==> src/rtl/riscv_mem_pkg.sv <==
// Shared types and constants for the unified-memory arbiter between fetch and data ports.
package riscv_mem_pkg;

  typedef enum logic [1:0] {
    IDLE  = 2'd0,
    ISSUE = 2'd1,
    WAIT  = 2'd2,
    RESP  = 2'd3
  } arb_state_t;

  typedef enum logic {
    REQ_I = 1'b0,
    REQ_D = 1'b1
  } req_id_t;

  localparam logic [2:0] SIZE_WORD  = 3'b010;
  localparam logic [2:0] SIZE_DWORD = 3'b011;

endpackage

==> src/rtl/mem_arb_pick.sv <==
// Combinational winner selection: data has priority unless fetch has been starved too long.
// Kept standalone so extra requesters (e.g. a page-table walker) can slot in later.
module mem_arb_pick (
  input  logic i_req,
  input  logic d_req,
  input  logic streak_full,
  output logic grant_i,
  output logic grant_d
);

  assign grant_d = d_req && !(i_req && streak_full);
  assign grant_i = i_req && (!d_req || streak_full);

endmodule

==> src/rtl/riscv_mem_arbiter.sv <==
// Single-outstanding arbiter sharing one fixed-latency memory between fetch and data ports.
// state | meaning
// IDLE  | no transaction; grant a requester and latch its command
// ISSUE | mem_req held with latched fields until mem_ready
// WAIT  | read accepted; latency counter runs down to the data cycle
// RESP  | one-cycle rvalid to the held requester
module riscv_mem_arbiter
  import riscv_mem_pkg::*;
#(
  parameter int ADDR_W     = 64,
  parameter int MEM_LAT    = 2,
  parameter int STARVE_MAX = 4
) (
  input  logic              clk,
  input  logic              rst,
  input  logic              i_req,
  input  logic [ADDR_W-1:0] i_addr,
  output logic              i_gnt,
  output logic              i_rvalid,
  output logic [31:0]       i_rdata,
  input  logic              d_req,
  input  logic [ADDR_W-1:0] d_addr,
  input  logic              d_we,
  input  logic [63:0]       d_wdata,
  input  logic [2:0]        d_size,
  output logic              d_gnt,
  output logic              d_rvalid,
  output logic [63:0]       d_rdata,
  output logic              mem_req,
  output logic [ADDR_W-1:0] mem_addr,
  output logic              mem_we,
  output logic [63:0]       mem_wdata,
  output logic [2:0]        mem_size,
  input  logic              mem_ready,
  input  logic [63:0]       mem_rdata,
  output logic              busy
);

  localparam int LAT_W = (MEM_LAT < 2) ? 1 : $clog2(MEM_LAT + 1);
  localparam int STK_W = (STARVE_MAX < 2) ? 1 : $clog2(STARVE_MAX + 1);

  arb_state_t        state, state_nxt;
  logic [STK_W-1:0]  streak;
  logic [LAT_W-1:0]  lat_cnt;
  req_id_t           hold_id;
  logic [ADDR_W-1:0] hold_addr;
  logic              hold_we;
  logic [63:0]       hold_wdata;
  logic [2:0]        hold_size;
  logic [63:0]       rdata_q;
  logic              streak_full, pick_i, pick_d, grant_i, grant_d, accept;

  assign streak_full = (streak == STK_W'(STARVE_MAX));

  mem_arb_pick u_pick (
    .i_req       (i_req),
    .d_req       (d_req),
    .streak_full (streak_full),
    .grant_i     (pick_i),
    .grant_d     (pick_d)
  );

  assign grant_i = (state == IDLE) && pick_i;
  assign grant_d = (state == IDLE) && pick_d;
  assign accept  = (state == ISSUE) && mem_ready;

  always_ff @(posedge clk) begin
    if (rst) state <= IDLE;
    else     state <= state_nxt;
  end

  always_comb begin
    state_nxt = state;
    case (state)
      IDLE:    if (grant_i || grant_d) state_nxt = ISSUE;
      ISSUE:   if (mem_ready) state_nxt = hold_we ? RESP : WAIT;
      WAIT:    if (lat_cnt == LAT_W'(1)) state_nxt = RESP;
      RESP:    state_nxt = IDLE;
      default: state_nxt = IDLE;
    endcase
  end

  // Fetch commands are always word reads; data commands carry their own fields.
  always_ff @(posedge clk) begin
    if (rst) begin
      streak     <= '0;
      lat_cnt    <= '0;
      hold_id    <= REQ_I;
      hold_addr  <= '0;
      hold_we    <= 1'b0;
      hold_wdata <= '0;
      hold_size  <= '0;
      rdata_q    <= '0;
    end else begin
      if (grant_i || grant_d) begin
        hold_id    <= grant_d ? REQ_D : REQ_I;
        hold_addr  <= grant_d ? d_addr : i_addr;
        hold_we    <= grant_d && d_we;
        hold_wdata <= grant_d ? d_wdata : 64'd0;
        hold_size  <= grant_d ? d_size : SIZE_WORD;
        if (grant_i || !i_req) streak <= '0;
        else if (!streak_full) streak <= streak + 1'b1;
      end
      if (accept && !hold_we) begin
        lat_cnt <= LAT_W'(MEM_LAT);
      end else if (state == WAIT) begin
        lat_cnt <= lat_cnt - 1'b1;
        if (lat_cnt == LAT_W'(1)) rdata_q <= mem_rdata;
      end
    end
  end

  always_comb begin
    i_gnt     = grant_i;
    d_gnt     = grant_d;
    busy      = (state != IDLE);
    i_rvalid  = 1'b0;
    i_rdata   = '0;
    d_rvalid  = 1'b0;
    d_rdata   = '0;
    mem_req   = 1'b0;
    mem_addr  = '0;
    mem_we    = 1'b0;
    mem_wdata = '0;
    mem_size  = '0;
    case (state)
      ISSUE: begin
        mem_req   = 1'b1;
        mem_addr  = hold_addr;
        mem_we    = hold_we;
        mem_wdata = hold_wdata;
        mem_size  = hold_size;
      end
      RESP: begin
        if (hold_id == REQ_I) begin
          i_rvalid = 1'b1;
          i_rdata  = hold_addr[2] ? rdata_q[63:32] : rdata_q[31:0];
        end else begin
          d_rvalid = 1'b1;
          d_rdata  = hold_we ? 64'd0 : rdata_q;
        end
      end
      default: ;
    endcase
  end

endmodule

==> config.mk <==
export PLATFORM = sky130hd
export DESIGN_NAME = riscv_mem_arbiter
export DESIGN_NICKNAME = d
export VERILOG_FILES = /design/src/rtl/riscv_mem_pkg.sv /design/src/rtl/mem_arb_pick.sv /design/src/rtl/riscv_mem_arbiter.sv
export SDC_FILE = /design/constraint.sdc
export NUM_CORES = 1
export LEC_CHECK = 0
export CORE_AREA = 2 2 192 194
export DETAILED_ROUTE_END_ITERATION = 16
export DIE_AREA = 0 0 194 196
export PLACE_DENSITY = 0.55
export SETUP_SLACK_MARGIN = 0.1
export SLEW_MARGIN = 15
export SYNTH_ARGS = -nofsm -noshare
export SYNTH_HDL_FRONTEND = slang
export SYNTH_HIERARCHICAL = 1
export SYNTH_SLANG_ARGS = --single-unit
==> constraint.sdc <==
create_clock -name clk -period 6.58 [get_ports clk]
set_clock_uncertainty 0.2 [all_clocks]
set_input_delay 0.987 -clock clk [delete_from_list [all_inputs] [get_ports clk]]
set_output_delay 0.987 -clock clk [all_outputs]
set_load 0.005 [all_outputs]
==> impl_metrics.yaml <==
floorplanning:
  row_count: 70
  die_w_um: 194
  coreArea_mm2: 0.03608
  ios: 499
  start_util_pct: 26.32
  die_h_um: 196
  dieArea_mm2: 0.03802
global_route:
  first_global_vias: 9546
  grt_antenna_before_repair: 3
  gr-usage-all-layers_pct: 18.50
  grt_pass1_wl_mm: 56.68
  overflow: 0
  grt_max_degree: 135
clocking:
  post-cts-setup-buffers: 0
  root_buffer: "clkbuf_16"
  cts_buffer_depth: 3
  clk_pin_slew_worst_paths_ns: 0.06
  cts_tree: "done"
  cts_buffers: 26
  clk_latency_ns: 0.52
  clock-sinks: 204
  postCtsHoldBufs: 0
  htree_levels: 1
  cts_resized: 0
logic_synthesis:
  synthAdderAreaFrac_pct: 1.054
  synthMuxAreaShare_pct: 3.583
  synth_simple_gate_area_share_pct: 30.80
  syn_avg_cell_area_um2: 7.798
  synthXorXnorAreaFrac_pct: 0.09221
  syn_inst: 1218
  synth_top_area_share_pct: 43.00
  syn_area_mm2: 0.009498
  synthTopCellsByArea: "dfxtp_1, and2_1, nand2_1"
  ys_ff_latch: 204
  synth_cell_types: 33
  synth-compound-area-share_pct: 15.78
  yosysSeqAreaShare_pct: 43.00
  syn_nets: 1491
  yosys_warnings: 6
  synth_top_area_cell: "dfxtp_1"
  synth_top_family_by_area: "simple AND/OR/NAND/NOR gates"
sta:
  rsz0062_at_grt: "no"
  finalWorstSetupSlack_ns: 2.267
  relSlewSlack_pct: 21.68
  hold_violations: 0
  worstMarginPinSlew_ns: 1.175
  maxSlewViolCount: 0
  max_freq_ghz: 0.2319
  layout_min_cycle_time_ns: 4.313
  finalSetupViolations: 0
  fin_tns_setup_ns: 0
  finalCritPeriodShare_pct: 65.54
cells_and_area:
  drive_gt1_share_pct: 3.897
  nNetsFinal: 1921
  stdcell_count: 2138
  synthToLayoutAreaGrowth_pct: 64.52
setup_path:
  cp_slowest_cell: "ha_4"
  crit_type: "register to primary output"
  worstPathMaxFanout: 79
  cp_data_arrival_time_ns: 3.13
  reg2reg_slack_ns: 3.05
  rr_worst_depth: 9
  cpPeakStageDelay_ns: 0.64
  path_cells: "inv_1 > ha_4 > buf_4 > and2_1 > clkdlybuf4s50_1"
  required_ns: 5.39
  endpoint_kind: "primary output"
  rr_endpoint: "hold_addr[16]"
  cp-start-kind: "register"
  reg2reg_from: "streak[0]"
place:
  pre_cts_slack_ns: 2.324
  hpwl_mm: 25.89
  gp_congestion: 0.8121
  port-buffer-count: 498
  placedCellCount: 2087
route:
  ant_nets: 0
  drc_errors: 0
  drt_iter0_drc: 408
  dr_total_vias: 9927
  avgRoutedWirePerCell_um: 17.52
  wl_mm: 37.46
  via_per_inst: 4.643
  dr.pass1.iters: 5
worst_hold_path:
  min_path_type: "register to register"
  hold_end: "rdata_q[29]"
  min_from: "rdata_q[29]"
  holdPathStages: 2
power:
  ir_drop_mv: 0.1720
  power_density_mw_per_mm2: 289.7
  power_mw: 4.528
  p_leak_nw: 5.691
job:
  cap_violations: 0
status:
  status: "completed"
[synth_stat cells]
library cell  number
a22oi_1           67
nor2b_1            1
buf_4             11
and3_1             1
o311ai_2           1
a31oi_1            1
a21oi_1           67
a311oi_1          64
nor3_1             2
nand2b_1           4
o21ai_1            1
buf_2             36
a211oi_1           2
inv_2              1
dfxtp_1          204
mux2i_1           34
nand3_2            1
nand3b_1           1
xor2_1             1
a2bb2oi_1          1
inv_1             12
o21ai_0            2
ha_1               8
clkbuf_1          61
nand2_2            1
o22ai_1            1
a211o_1            1
nand2_1          259
and2_1           198
a21boi_1           2
a32oi_1            1
nand3_1            1
nor2_1           170
[cells in the final DEF, fill, tap and decap left out, types with 4 or more instances in the layout]
| cell | netlist | final |
|---|---|---|
| a21oi_1 | 67 | 67 |
| a22oi_1 | 67 | 67 |
| a311oi_1 | 64 | 64 |
| and2_1 | 198 | 198 |
| buf_4 | 11 | 11 |
| clkbuf_1 | 61 | 6 |
| clkbuf_16 | 0 | 27 |
| clkbuf_8 | 0 | 8 |
| clkdlybuf4s50_1 | 0 | 497 |
| clkinv_2 | 0 | 4 |
| dfxtp_1 | 204 | 203 |
| ha_1 | 8 | 7 |
| inv_1 | 12 | 12 |
| mux2i_1 | 34 | 34 |
| nand2_1 | 259 | 258 |
| nand2b_1 | 4 | 4 |
| nor2_1 | 170 | 170 |
[registers in the layout (all words and copies together), names as in the netlist]
| name | cells |
|---|---|
| hold_addr | 64 |
| hold_id | 1 |
| hold_size | 3 |
| hold_wdata | 64 |
| hold_we | 1 |
| lat_cnt | 2 |
| rdata_q | 64 |
| state | 2 |
| streak | 3 |
[power by group]
group / switching, mW / internal, mW / total (mW) / leakage (nW)
clock: 0.565 / 0.917 / 1.48 / 0.446
sequential: 0.134 / 1.48 / 1.61 / 1.67
combinational: 0.759 / 0.675 / 1.43 / 3.58
[worst max-delay path by stage]
stage	cells past startpoint	start	end	slack, ns
CTS	5	state[0]	d_rdata[61]	2.20
detailed placement	5	i_req	i_gnt	2.32
floorplan	5	d_req	d_gnt	3.52
finish	5	state[1]	mem_addr[59]	2.27
global placement	5	d_req	d_gnt	2.33
global route	5	state[1]	mem_addr[59]	2.03
[metal layers]
layer	routed length, um	track usage (%)	share of wire [%]
met5	18	0	0.048
met4	890	4.742	2.4
met3	2779	4.899	7.4
met2	18120	31.95	48
met1	15650	22.81	42
[area by class of cell]
class | instances | area, um^2
diodes | 2 | 5.005
clock buffers | 41 | 808.3
clock inverters | 7 | 88.84
fillers | 3708 | 20460
inverters | 13 | 51.30
multi-input cells | 893 | 4913
flip-flops and latches | 204 | 4085
well taps | 468 | 585.6
repair buffers | 510 | 5089
[cells by family after synthesis]
family                   after synthesis
AO/OA/AOI/OAI                        211
AND/OR/NAND/NOR                      639
multiplexers                          34
XOR/XNOR                               1
buffers and inverters                121
adder cells (fa/ha/maj)                8
flip-flops                           204
[critical path, delay by kind of cell (launching register included)]
kind | cells | cell delay (ns)
adder cells (fa/ha/maj) | 1 | 0.64
buffers and inverters | 3 | 1.31
AND/OR/NAND/NOR | 1 | 0.22
flip-flops | 1 | 0.34
[stage by stage]
stage	area [um^2]	util [%]	hold WS, ns
2_1_floorplan	9498	-	0.2441
4_1_cts	15600	43.24	0.2645
6_report	15630	43.30	0.2632
3_5_place_dp	14700	40.75	0.2559
5_1_grt	15630	43.30	0.2867
3_3_place_gp	14700	40.75	0.2546
Power figures use the tool's default switching activity.
